`config.mk`:
```
export PLATFORM = sky130hd
export DESIGN_NAME = logic_reduce_seq
export DESIGN_NICKNAME = d
export VERILOG_FILES = /design/src/rtl/logic_reduce_pkg.sv /design/src/rtl/logic_reduce_alu.sv /design/src/rtl/logic_reduce_seq.sv
export SDC_FILE = /design/constraint.sdc
export NUM_CORES = 1
export LEC_CHECK = 0
export BUFFER_PORTS_ARGS = -buffer_cell sky130_fd_sc_hd__buf_2
export CORE_MARGIN = 4
export CORE_UTILIZATION = 50
export CTS_CLUSTER_SIZE = 8
export DETAILED_ROUTE_END_ITERATION = 8
export PLACE_DENSITY = 0.74
export SKIP_CTS_REPAIR_TIMING = 1
export SYNTH_ARGS = -nofsm -noshare
export SYNTH_HDL_FRONTEND = slang
export SYNTH_SLANG_ARGS = --single-unit
```
`constraint.sdc`:
```
create_clock -name clk -period 1.5 [get_ports clk]
set_input_delay 0.3 -clock clk [delete_from_list [all_inputs] [get_ports clk]]
set_output_delay 0.3 -clock clk [all_outputs]
set_load 0.01 [all_outputs]
```
`src/rtl/logic_reduce_pkg.sv`:
```
// Shared encodings for the sequential bitwise reducer: operator codes, FSM states
// and the helpers that split an operator into its base gate and final inversion.
package logic_reduce_pkg;

    localparam logic [2:0] OP_AND  = 3'd0;
    localparam logic [2:0] OP_OR   = 3'd1;
    localparam logic [2:0] OP_XOR  = 3'd2;
    localparam logic [2:0] OP_NAND = 3'd3;
    localparam logic [2:0] OP_NOR  = 3'd4;
    localparam logic [2:0] OP_XNOR = 3'd5;

    typedef enum logic [1:0] {
        ST_IDLE  = 2'd0,
        ST_ACCUM = 2'd1,
        ST_DONE  = 2'd2
    } state_t;

    typedef enum logic [1:0] {
        BASE_AND = 2'd0,
        BASE_OR  = 2'd1,
        BASE_XOR = 2'd2
    } base_t;

    // Codes 6 and 7 are undefined and behave as NOR.
    function automatic logic inv_of(input logic [2:0] op);
        return (op >= OP_NAND);
    endfunction

    function automatic base_t base_of(input logic [2:0] op);
        base_t b;
        case (op)
            OP_AND, OP_NAND: b = BASE_AND;
            OP_XOR, OP_XNOR: b = BASE_XOR;
            default:         b = BASE_OR;
        endcase
        return b;
    endfunction

endpackage

```
`src/rtl/logic_reduce_alu.sv`:
```
// Combinational base gate of the reducer: applies AND, OR or XOR bitwise to two operands.
module logic_reduce_alu
    import logic_reduce_pkg::*;
#(
    parameter int WIDTH = 8
) (
    input  logic [WIDTH-1:0] a,
    input  logic [WIDTH-1:0] b,
    input  base_t            base_op,
    output logic [WIDTH-1:0] y
);

    always_comb begin
        y = '0;
        case (base_op)
            BASE_AND: y = a & b;
            BASE_OR:  y = a | b;
            BASE_XOR: y = a ^ b;
            default:  y = a | b;
        endcase
    end

endmodule

```
`src/rtl/logic_reduce_seq.sv`:
```
// Folds a valid/ready stream of WIDTH-bit operands through a selectable bitwise op and
// hands back one result per reduction. Define LOGIC_REDUCE_COUNT_EN to add out_count.
module logic_reduce_seq
    import logic_reduce_pkg::*;
#(
    parameter int WIDTH = 8
`ifdef LOGIC_REDUCE_COUNT_EN
    ,
    parameter int CNT_W = 8
`endif
) (
    input  logic             clk,
    input  logic             rst,
    input  logic [2:0]       op,
    input  logic             in_valid,
    output logic             in_ready,
    input  logic [WIDTH-1:0] in_data,
    input  logic             in_last,
    output logic             out_valid,
    input  logic             out_ready,
    output logic [WIDTH-1:0] out_data
`ifdef LOGIC_REDUCE_COUNT_EN
    ,
    output logic [CNT_W-1:0] out_count
`endif
);

    state_t           state_q, state_d;
    logic [WIDTH-1:0] acc_q, acc_d;
    logic [WIDTH-1:0] out_data_q, out_data_d;
    logic [2:0]       op_q, op_d;
    logic [WIDTH-1:0] alu_y;
    logic             accept;
    logic             deliver;

    assign in_ready  = (state_q != ST_DONE);
    assign out_valid = (state_q == ST_DONE);
    assign out_data  = out_data_q;
    assign accept    = in_valid & in_ready;
    assign deliver   = out_valid & out_ready;

    logic_reduce_alu #(.WIDTH(WIDTH)) u_alu (
        .a       (acc_q),
        .b       (in_data),
        .base_op (base_of(op_q)),
        .y       (alu_y)
    );

    // The N-variants fold with their base gate and invert only once, at the final operand.
    always_comb begin
        state_d    = state_q;
        acc_d      = acc_q;
        op_d       = op_q;
        out_data_d = out_data_q;
        case (state_q)
            ST_IDLE: begin
                if (accept) begin
                    acc_d = in_data;
                    op_d  = op;
                    if (in_last) begin
                        out_data_d = in_data ^ {WIDTH{inv_of(op)}};
                        state_d    = ST_DONE;
                    end else begin
                        state_d = ST_ACCUM;
                    end
                end
            end
            ST_ACCUM: begin
                if (accept) begin
                    acc_d = alu_y;
                    if (in_last) begin
                        out_data_d = alu_y ^ {WIDTH{inv_of(op_q)}};
                        state_d    = ST_DONE;
                    end
                end
            end
            ST_DONE: begin
                if (deliver) begin
                    state_d = ST_IDLE;
                end
            end
            default: state_d = ST_IDLE;
        endcase
    end

    always_ff @(posedge clk) begin
        if (rst) begin
            state_q    <= ST_IDLE;
            acc_q      <= '0;
            op_q       <= OP_NOR;
            out_data_q <= '0;
        end else begin
            state_q    <= state_d;
            acc_q      <= acc_d;
            op_q       <= op_d;
            out_data_q <= out_data_d;
        end
    end

`ifdef LOGIC_REDUCE_COUNT_EN
    logic [CNT_W-1:0] cnt_q, cnt_d;
    logic [CNT_W-1:0] out_count_q, out_count_d;
    logic [CNT_W-1:0] cnt_inc;

    // Saturating: a long reduction reports the maximum count rather than wrapping.
    assign cnt_inc   = (cnt_q == {CNT_W{1'b1}}) ? cnt_q : cnt_q + CNT_W'(1);
    assign out_count = out_count_q;

    always_comb begin
        cnt_d       = cnt_q;
        out_count_d = out_count_q;
        if (accept) begin
            if (state_q == ST_IDLE) begin
                cnt_d = CNT_W'(1);
            end else begin
                cnt_d = cnt_inc;
            end
            if (in_last) begin
                out_count_d = cnt_d;
            end
        end
    end

    always_ff @(posedge clk) begin
        if (rst) begin
            cnt_q       <= '0;
            out_count_q <= '0;
        end else begin
            cnt_q       <= cnt_d;
            out_count_q <= out_count_d;
        end
    end
`endif

endmodule

```
==> impl_metrics.ini, run 1 <==
[outcome]
outcome = complete, but fails checks
violations = setup timing

[cells_and_area]
mostFrequentLayoutCell = buf_4
antenna_cells = 0
layout.nets = 333
finalNonFillerCells = 348
final_cell_mix = buf_4 (47), buf_2 (25), inv_1 (17), nor2_1 (17), nand2_1 (15)
layout-drive-gt1-share_pct = 42.0
syn2layout_area_growth_pct = 35.2
final_area_sq_um = 2670

[global_routing]
grt_pass1_vias = 1869
grt_overflow_total = 0
grt_antenna_before_repair = 0
grt_first_pass_wirelength_mm = 8.56
grt_use_total_pct = 20.8
grt_max_degree = 34

[place]
place_hpwl_mm = 3.92
io_buffers = 25
gp_congestion = 0.864
placedInstanceArea_sq_um = 2430
dp.cells = 340

[clocking]
root_buffer = clkbuf_8
clk_pin_slew_ps = 80
clk_latency_ps = 270
cts.sinks = 21
cts_buffers = 3
clk_path_buf_depth = 2
htreeDepth = 1
cts_tree = yes

[worst_setup_path]
critical_path.max_fanout = 2
critPathKind = register to register
cp.required_ps = 1680
start_kind = register
endpoint_kind = register
worstPathArrival_ps = 1760

[floorplan]
dieArea_sq_um = 5030
num_rows = 22
io_pins = 26
initial_core_util_pct = 52.8
die_w_microns = 70.9
core-area_sq_um = 3740
die_h_microns = 70.9

[sta]
rsz0062_at_grt = true
fin_crit_sh_pct = 105
finalCriticalPeriod_ps = 1580
hold_violations = 0
slew_headroom_pct = 73.1
finClkSkew_ps = 5.20
worst_pin_slew_ps = 403
setup_viol = 4
finalWorstSetupSlack_ps = -79.5
fmax_ghz = 0.633
holdWs_ps = 274
maxSlewViolCount = 0

[detailed_routing]
via_per_inst = 5.84
wl_mm = 5.78
dr.pass1.iters = 4
drt_iter0_markers = 114
wl_per_cell_microns = 16.6
drtAntennaViolNets = 0
drc_errors = 0
vias = 2031

[yosys]
ys_seq_area_share_pct = 21.3
syn_area_sq_um = 1980
syn_area_per_cell_sq_um = 8.28
post_synth_inst_count = 239
synth_edf_count = 0
syn-num-nets = 271
ys_ff_latch = 21
synthArstFlopShare_pct = 0
ys.flop_type = dfxtp_1
synth.distinct_cells = 43
ys_warn_count = 0

[power_and_ir_drop]
p_clk_share_pct = 21.6
p_leak_nw = 1.19
total_power_mw = 1.81
netSwitchingFraction_pct = 34.6
pwr-share-comb_pct = 42.5
internal-power_mw = 1.19
ir_drop_v = 0.000418
power.switching_mw = 0.628
p_seq_share_pct = 35.9
powerDensity_nw_per_um2 = 678

[flow_run]
maxCapViolCount = 0

[min_path]
hold_class = input pin to register
-- worst paths after layout --
| path | start | endpoint | slack [ps] | depth (start not counted) |
|---|---|---|---|---|
| setup / recovery | acc_q[6]$_SDFFE_PP0P_ | out_data[6]$_SDFFE_PP0P_ | -80 | 6 |
| hold / removal | in_last | state_q[0]$_SDFFE_PP0P_ | 270 | 2 |
| setup reg to reg | acc_q[6]$_SDFFE_PP0P_ | out_data[6]$_SDFFE_PP0P_ | -80 | 6 |
| hold reg to reg | out_data[0]$_SDFFE_PP0P_ | out_data[0]$_SDFFE_PP0P_ | 490 | 2 |
-- cells in the mapped netlist (2+ instances only) --
master | number | area share, %
ha_1 | 16 | 10
nor2_1 | 17 | 3.2
or3b_2 | 4 | 1.8
dfxtp_1 | 21 | 21
buf_6 | 2 | 1.1
nand3b_1 | 6 | 2.3
mux2_4 | 2 | 1.5
a211o_1 | 7 | 3.1
nand2_1 | 15 | 2.8
a22oi_1 | 4 | 1.5
o211a_1 | 4 | 2.0
o21ai_0 | 6 | 1.5
buf_2 | 7 | 1.8
clkbuf_1 | 7 | 1.3
o211ai_2 | 2 | 1.3
mux2_2 | 5 | 2.8
nor3_1 | 4 | 1.0
a211oi_1 | 7 | 2.7
o31ai_1 | 6 | 2.3
o311ai_1 | 2 | 0.89
inv_1 | 24 | 4.6
nand2b_1 | 6 | 1.9
or3b_1 | 2 | 0.89
nor2b_1 | 6 | 1.9
a311oi_1 | 6 | 2.7
a21oi_1 | 6 | 1.5
o211ai_1 | 10 | 3.8
mux2i_1 | 13 | 6.6
xnor2_1 | 8 | 3.5
-- layout make-up --
cell class,instances,area [sq um]
clock buffer,4,45.0
fill,285,1070
inverter,24,90.1
multi-input combinational,176,1510
sequential,21,432
tap,48,60.1
timing repair buffer,75,534
-- power by group through the flow --
stage / Combinational, mW / Sequential (mW) / Clock, mW
after global routing: 0.848 / 0.656 / 0.413
after floorplan: 0.419 / 0.645 / 0
after CTS: 0.670 / 0.640 / 0.397
final: 0.771 / 0.651 / 0.392
after global placement: 0.646 / 0.650 / 0
after detailed placement: 0.664 / 0.653 / 0
-- flip-flops by register name (all words and copies together), names as in the netlist --
register  cells
out_data      8
op_q          3
acc_q         8
state_q       2
-- critical path, stage by stage, from the launching register on --
cell and delay, ps:
dfxtp_2 350, inv_2 50, ha_4 220, or3b_1 390, o211ai_2 100, o311ai_2 140
a211oi_1 260
-- metal layers --
metal | share of wire, % | track usage [%] | vias up
met5 | 0 | 0 | -
met1 | 43 | 28.2 | 979
met2 | 51 | 35.0 | 50
li1 | - | - | 993
met4 | 1.3 | 6.47 | 0
met3 | 4.0 | 1.85 | 9
-- cells by family after synthesis --
kind of cell / Yosys count / synth area share, %
AO/OA/AOI/OAI: 68 / 27.3
AND/OR/NAND/NOR: 64 / 17.5
buffers and inverters: 42 / 9.36
flip-flops: 21 / 21.3
multiplexers: 20 / 10.9
adder cells (fa/ha/maj): 16 / 10.1
XOR/XNOR: 8 / 3.54
-- stage by stage --
step	util (%)	setup slack [ps]	setup TNS [ps]
2_1_floorplan	-	12.2	0
4_1_cts	66.1	-131	-491
5_1_grt	71.4	-136	-713
3_3_place_gp	64.9	-134	-821
6_report	71.4	-79.5	-151
3_5_place_dp	64.9	-206	-1300
(Power assumes the default switching activity.)
==> run 2, diff against run 1 <==
--- a/config.mk
+++ b/config.mk
@@ -5,12 +5,14 @@
 export SDC_FILE = /design/constraint.sdc
 export NUM_CORES = 1
 export LEC_CHECK = 0
+export ABC_AREA = 1
 export BUFFER_PORTS_ARGS = -buffer_cell sky130_fd_sc_hd__buf_2
 export CORE_MARGIN = 4
 export CORE_UTILIZATION = 50
 export CTS_CLUSTER_SIZE = 8
 export DETAILED_ROUTE_END_ITERATION = 8
-export PLACE_DENSITY = 0.74
+export PLACE_DENSITY = 0.76
+export SETUP_SLACK_MARGIN = 0.3
 export SKIP_CTS_REPAIR_TIMING = 1
 export SYNTH_ARGS = -nofsm -noshare
 export SYNTH_HDL_FRONTEND = slang
==> run 2 against run 1 <==
The run now ends clean. Sequential power decreased by 0.9%. Largest cell class unchanged. Synthesized cell count rose by 5.4%. Die area fell by 15%. Sequential cell count unchanged. Via count shrank 6.7%. Global-route usage fell by 0.41 points. Clock-buffer cell count stayed put. Critical path depth rose by 1. Synthesized area down 17%. Combinational power down 14%. Total power is 11% lower.
==> impl_metrics.ini, run 2 <==
[worst_setup_path]
slowest_stage = dfxtp_2
critPathKind = register to register
worstPathArrival_ps = 1590
critical_path.max_fanout = 5
path_buf_inv = 3
r2r_setup_slack_ps = 120
r2r_start = state_q[1]$_SDFFE_PP0P_
crit_path_max_incr_delay_ps = 340
crit_family = buffers and inverters
endpoint_kind = register
start_kind = register
cp.required_ps = 1710
r2r.worst_path.cells = 7
reg2reg_to = op_q[1]$_SDFFE_PP0P_
path_cells = inv_2 -> nand2_2 -> buf_4 -> nor2_2 -> inv_1 -> o21ai_0 -> a21oi_1

[detailed_routing]
vias = 1894
wl_per_cell_microns = 14.9
via_per_inst = 5.60
dr.pass1.iters = 7
wl_mm = 5.03
wl_met3_microns = 394
highest_layer = met4
wl_met1_mm = 2.12
drtAntennaViolNets = 0
drc_errors = 0
wl_met2_mm = 2.36
drt_iter0_markers = 197

[cells_and_area]
final_cell_mix = nand2_1 (42), inv_1 (35), buf_2 (23)
mostFrequentLayoutCell = nand2_1
syn2layout_area_growth_pct = 34.9
antenna_cells = 0
layout-drive-gt1-share_pct = 37.1
layout.nets = 327

[outcome]
outcome = finished clean

[min_path]
hold_class = input pin to register
hp-start = rst
worstHoldPathCells = 2
holdPathEnd = state_q[0]$_SDFFE_PP0P_

[sta]
slew_headroom_pct = 71.8
worst_pin_slew_ps = 422
setup_viol = 0
fin_crit_sh_pct = 91.8
holdWs_ps = 168
finalCriticalPeriod_ps = 1380
fmax_ghz = 0.727
fin_tns_setup_ps = 0
rsz0062_at_grt = true
maxSlewViolCount = 0
finClkSkew_ps = 11.9
hold_violations = 0

[clocking]
clk_path_buf_depth = 2
cts.sinks = 21
root_buffer = clkbuf_4
clk_pin_slew_ps = 140
cts_tree = yes
htreeDepth = 1
cts_buffers = 3
clk_latency_ps = 320

[floorplan]
dieArea_sq_um = 4270
initial_core_util_pct = 53.0
num_rows = 20
die_w_microns = 65.3
io_pins = 26
core-area_sq_um = 3100
die_h_microns = 65.3

[yosys]
ys_ff_latch = 21
ys_seq_area_share_pct = 25.6
synthArstFlopShare_pct = 0
syn_area_per_cell_sq_um = 6.52
post_synth_inst_count = 252
ys.flop_type = dfxtp_1
synth_area_leaders = dfxtp_1 (26%), ha_1 (12%), nand2_1 (11%)
synth.most_common_cell = nand2_1
syn_area_sq_um = 1640
synth_common_cells = nand2_1 (50), inv_1 (42), o21ai_0 (25)
syn-num-nets = 284
synth_top_area_share_pct = 25.6
ys_warn_count = 0
synth_area_leader_cell = dfxtp_1
synth.distinct_cells = 25
synth_edf_count = 0

[place]
gp_congestion = 0.801
io_buffers = 25
place_hpwl_mm = 2.94

[global_routing]
grt_use_total_pct = 20.4
grt_overflow_total = 0
grt_pass1_vias = 1539
grt_antenna_before_repair = 0
grt_first_pass_wirelength_mm = 6.87
grt_max_degree = 20

[power_and_ir_drop]
powerDensity_nw_per_um2 = 727
ir_drop_v = 0.000499
p_leak_nw = 1.05

[flow_run]
maxCapViolCount = 0
run 2: power breakdown:
group	internal, mW	switching [mW]
logic	0.253	0.413
registers	0.604	0.0417
clock network	0.104	0.197
run 2: worst max path at each step:
stage,from,to,slack (ps),cells past startpoint
6_report,state_q[1]$_SDFFE_PP0P_,op_q[1]$_SDFFE_PP0P_,120,7
5_1_grt,state_q[1]$_SDFFE_PP0P_,op_q[1]$_SDFFE_PP0P_,5,7
4_1_cts,state_q[0]$_SDFFE_PP0P_,in_ready,80,4
3_5_place_dp,op[1],out_data[7]$_SDFFE_PP0P_,120,7
3_3_place_gp,op[1],out_data[7]$_SDFFE_PP0P_,150,7
2_1_floorplan,state_q[1]$_SDFFE_PP0P_,out_data[5]$_SDFFE_PP0P_,310,7
run 2: metal layers:
layer | vias to the layer above | track usage, %
li1 | 922 | -
met1 | 845 | 27.0
met2 | 107 | 33.2
met3 | 20 | 4.62
met4 | 0 | 5.70
met5 | - | 0
run 2: cells by family (layout without fill, tap and decap cells):
group / after synthesis / in the layout / synth area share (%)
compound gates: 61 / 61 / 19.9
fa+ha+maj: 16 / 16 / 12.2
buf+inv: 56 / 96 / 13.6
flops: 21 / 21 / 25.6
simple gates: 98 / 100 / 28.7
run 2: layout make-up:
| cell class | instances | area [sq um] |
|---|---|---|
| clock buffers | 4 | 26.3 |
| fillers | 264 | 885 |
| inverters | 50 | 208 |
| multi-input cells | 177 | 1210 |
| flip-flops and latches | 21 | 435 |
| well taps | 44 | 55.1 |
| repair buffers | 42 | 284 |
run 2: per-stage QoR:
stage / worst slack (ps) / std cells / power (mW) / instance area [sq um] / util, %
after floorplan: 310 / 252 / 0.997 / 1650 / -
after global placement: 150 / 324 / 1.14 / 1860 / 60.0
after detailed placement: 115 / 324 / 1.15 / 1860 / 60.0
after CTS: 76.8 / 328 / 1.44 / 1890 / 60.8
after global routing: 4.95 / 338 / 1.70 / 2220 / 71.5
final: 124 / 338 / 1.61 / 2220 / 71.5
run 2: worst reg2reg max path, delay by kind of cell, from the launching register on:
family                 cells  cell delay (ps)
flip-flops                 1              340
AND/OR/NAND/NOR            2              210
AO/OA/AOI/OAI              2              360
buffers and inverters      3              380
==> run 3, diff against run 2 <==
--- a/config.mk
+++ b/config.mk
@@ -5,13 +5,12 @@
 export SDC_FILE = /design/constraint.sdc
 export NUM_CORES = 1
 export LEC_CHECK = 0
-export ABC_AREA = 1
 export BUFFER_PORTS_ARGS = -buffer_cell sky130_fd_sc_hd__buf_2
 export CORE_MARGIN = 4
 export CORE_UTILIZATION = 50
 export CTS_CLUSTER_SIZE = 8
 export DETAILED_ROUTE_END_ITERATION = 8
-export PLACE_DENSITY = 0.76
+export PLACE_DENSITY = 0.74
 export SETUP_SLACK_MARGIN = 0.3
 export SKIP_CTS_REPAIR_TIMING = 1
 export SYNTH_ARGS = -nofsm -noshare
==> run 3 against run 2 <==
Critical path depth decreased by 1. Die area increased by 18%. Routed wire length increased by 10%. The run now ends with setup timing left. Highest routed layer unchanged. Largest cell class unchanged. Clock-buffer cell count decreased by 1. Sequential share of layout area decreased by 3.5 points.
==> impl_metrics.ini, run 3 (same netlist as run 1, synthesis figures left out) <==
[detailed_routing]
vias = 1989
drc_errors = 0
dr.pass1.iters = 4
via_per_inst = 5.70
drtAntennaViolNets = 0
drt_iter0_markers = 113
wl_per_cell_microns = 15.9
wl_mm = 5.54

[clocking]
cts_buffers = 3
htreeDepth = 1
clk_pin_slew_ps = 90
cts_tree = yes
root_buffer = clkbuf_8
clk_path_buf_depth = 2
clk_latency_ps = 260
cts.sinks = 21

[worst_setup_path]
start_kind = register
worstPathArrival_ps = 1690
critical_path.max_fanout = 2
critPathKind = register to register
endpoint_kind = register
cp.required_ps = 1680

[global_routing]
grt_antenna_before_repair = 0
grt_pass1_vias = 1864
grt_use_total_pct = 21.2
grt_first_pass_wirelength_mm = 8.79
grt_overflow_total = 0
grt_max_degree = 14

[outcome]
violations = setup timing
outcome = complete, but fails checks

[cells_and_area]
mostFrequentLayoutCell = buf_4
layout.nets = 334
antenna_cells = 0
layout-drive-gt1-share_pct = 47.2
num-fill-cells = 305
syn2layout_area_growth_pct = 39.3
final_area_sq_um = 2760
final_cell_mix = buf_4 (47), buf_2 (23), nand2_1 (15), nor2_1 (15), inv_1 (13)

[floorplan]
die_w_microns = 70.9
io_pins = 26
initial_core_util_pct = 52.8
num_rows = 22
die_h_microns = 70.9
core-area_sq_um = 3740
dieArea_sq_um = 5030

[sta]
fin_crit_sh_pct = 100
worst_pin_slew_ps = 343
fmax_ghz = 0.665
fin_tns_setup_ps = -4.52
finalWorstSetupSlack_ps = -4.52
maxSlewViolCount = 0
rsz0062_at_grt = true
finalCriticalPeriod_ps = 1500
finClkSkew_ps = 5.42
setup_viol = 1
hold_violations = 0
slew_headroom_pct = 77.0

[power_and_ir_drop]
ir_drop_v = 0.000542
powerDensity_nw_per_um2 = 669
p_leak_nw = 1.22
total_power_mw = 1.84

[place]
io_buffers = 25
placedInstanceArea_sq_um = 2510
place_hpwl_mm = 4.04
gp_congestion = 0.798

[flow_run]
maxCapViolCount = 0

[min_path]
hold_class = input pin to register
[run 3: path summary, 6_finish.rpt]
check	start	to	slack (ps)	depth (start not counted)
setup / recovery	acc_q[7]$_SDFFE_PP0P_	out_data[7]$_SDFFE_PP0P_	-5	6
hold / removal	in_last	state_q[0]$_SDFFE_PP0P_	230	2
setup reg to reg	acc_q[7]$_SDFFE_PP0P_	out_data[7]$_SDFFE_PP0P_	-5	6
hold reg to reg	out_data[0]$_SDFFE_PP0P_	out_data[0]$_SDFFE_PP0P_	480	2
[run 3: stage by stage]
stage / hold WS (ps) / worst slack, ps / std cells / utilization, %
6_report: 233 / -4.52 / 349 / 73.6
5_1_grt: 261 / -64.9 / 349 / 73.6
4_1_cts: 247 / -151 / 340 / 68.2
3_5_place_dp: 478 / -127 / 336 / 67.0
3_3_place_gp: 470 / -84.9 / 336 / 67.0
2_1_floorplan: 413 / 54.2 / 239 / -
[run 3: power by group]
group	switching (mW)	internal, mW
sequential	0.0520	0.607
clock	0.205	0.185
combinational	0.386	0.408
total	0.642	1.20
[run 3: critical path, cell delays in order, from the launching register on]
cell,delay (ps)
dfxtp_2,330
inv_2,70
ha_4,200
or3b_1,370
o211ai_2,110
o311ai_2,130
a211oi_1,210
[run 3: area by class of cell]
cell class / count / area (sq um) / area share [%]
Sequential cell: 21 / 444 / 16.1
Clock inverter: 1 / 5.00 / 0.182
Inverter: 24 / 90.1 / 3.27
Multi-Input combinational cell: 176 / 1580 / 57.3
Tap cell: 48 / 60.1 / 2.18
Timing Repair Buffer: 76 / 536 / 19.4
Clock buffer: 3 / 41.3 / 1.50
[run 3: layer usage]
layer | GRT usage, % | wire [microns] | up-vias
met2 | 35.7 | 2700 | 50
met5 | 0 | 0 | -
li1 | - | - | 989
met3 | 2.27 | 221 | 6
met4 | 4.80 | 54 | 0
met1 | 29.0 | 2570 | 944
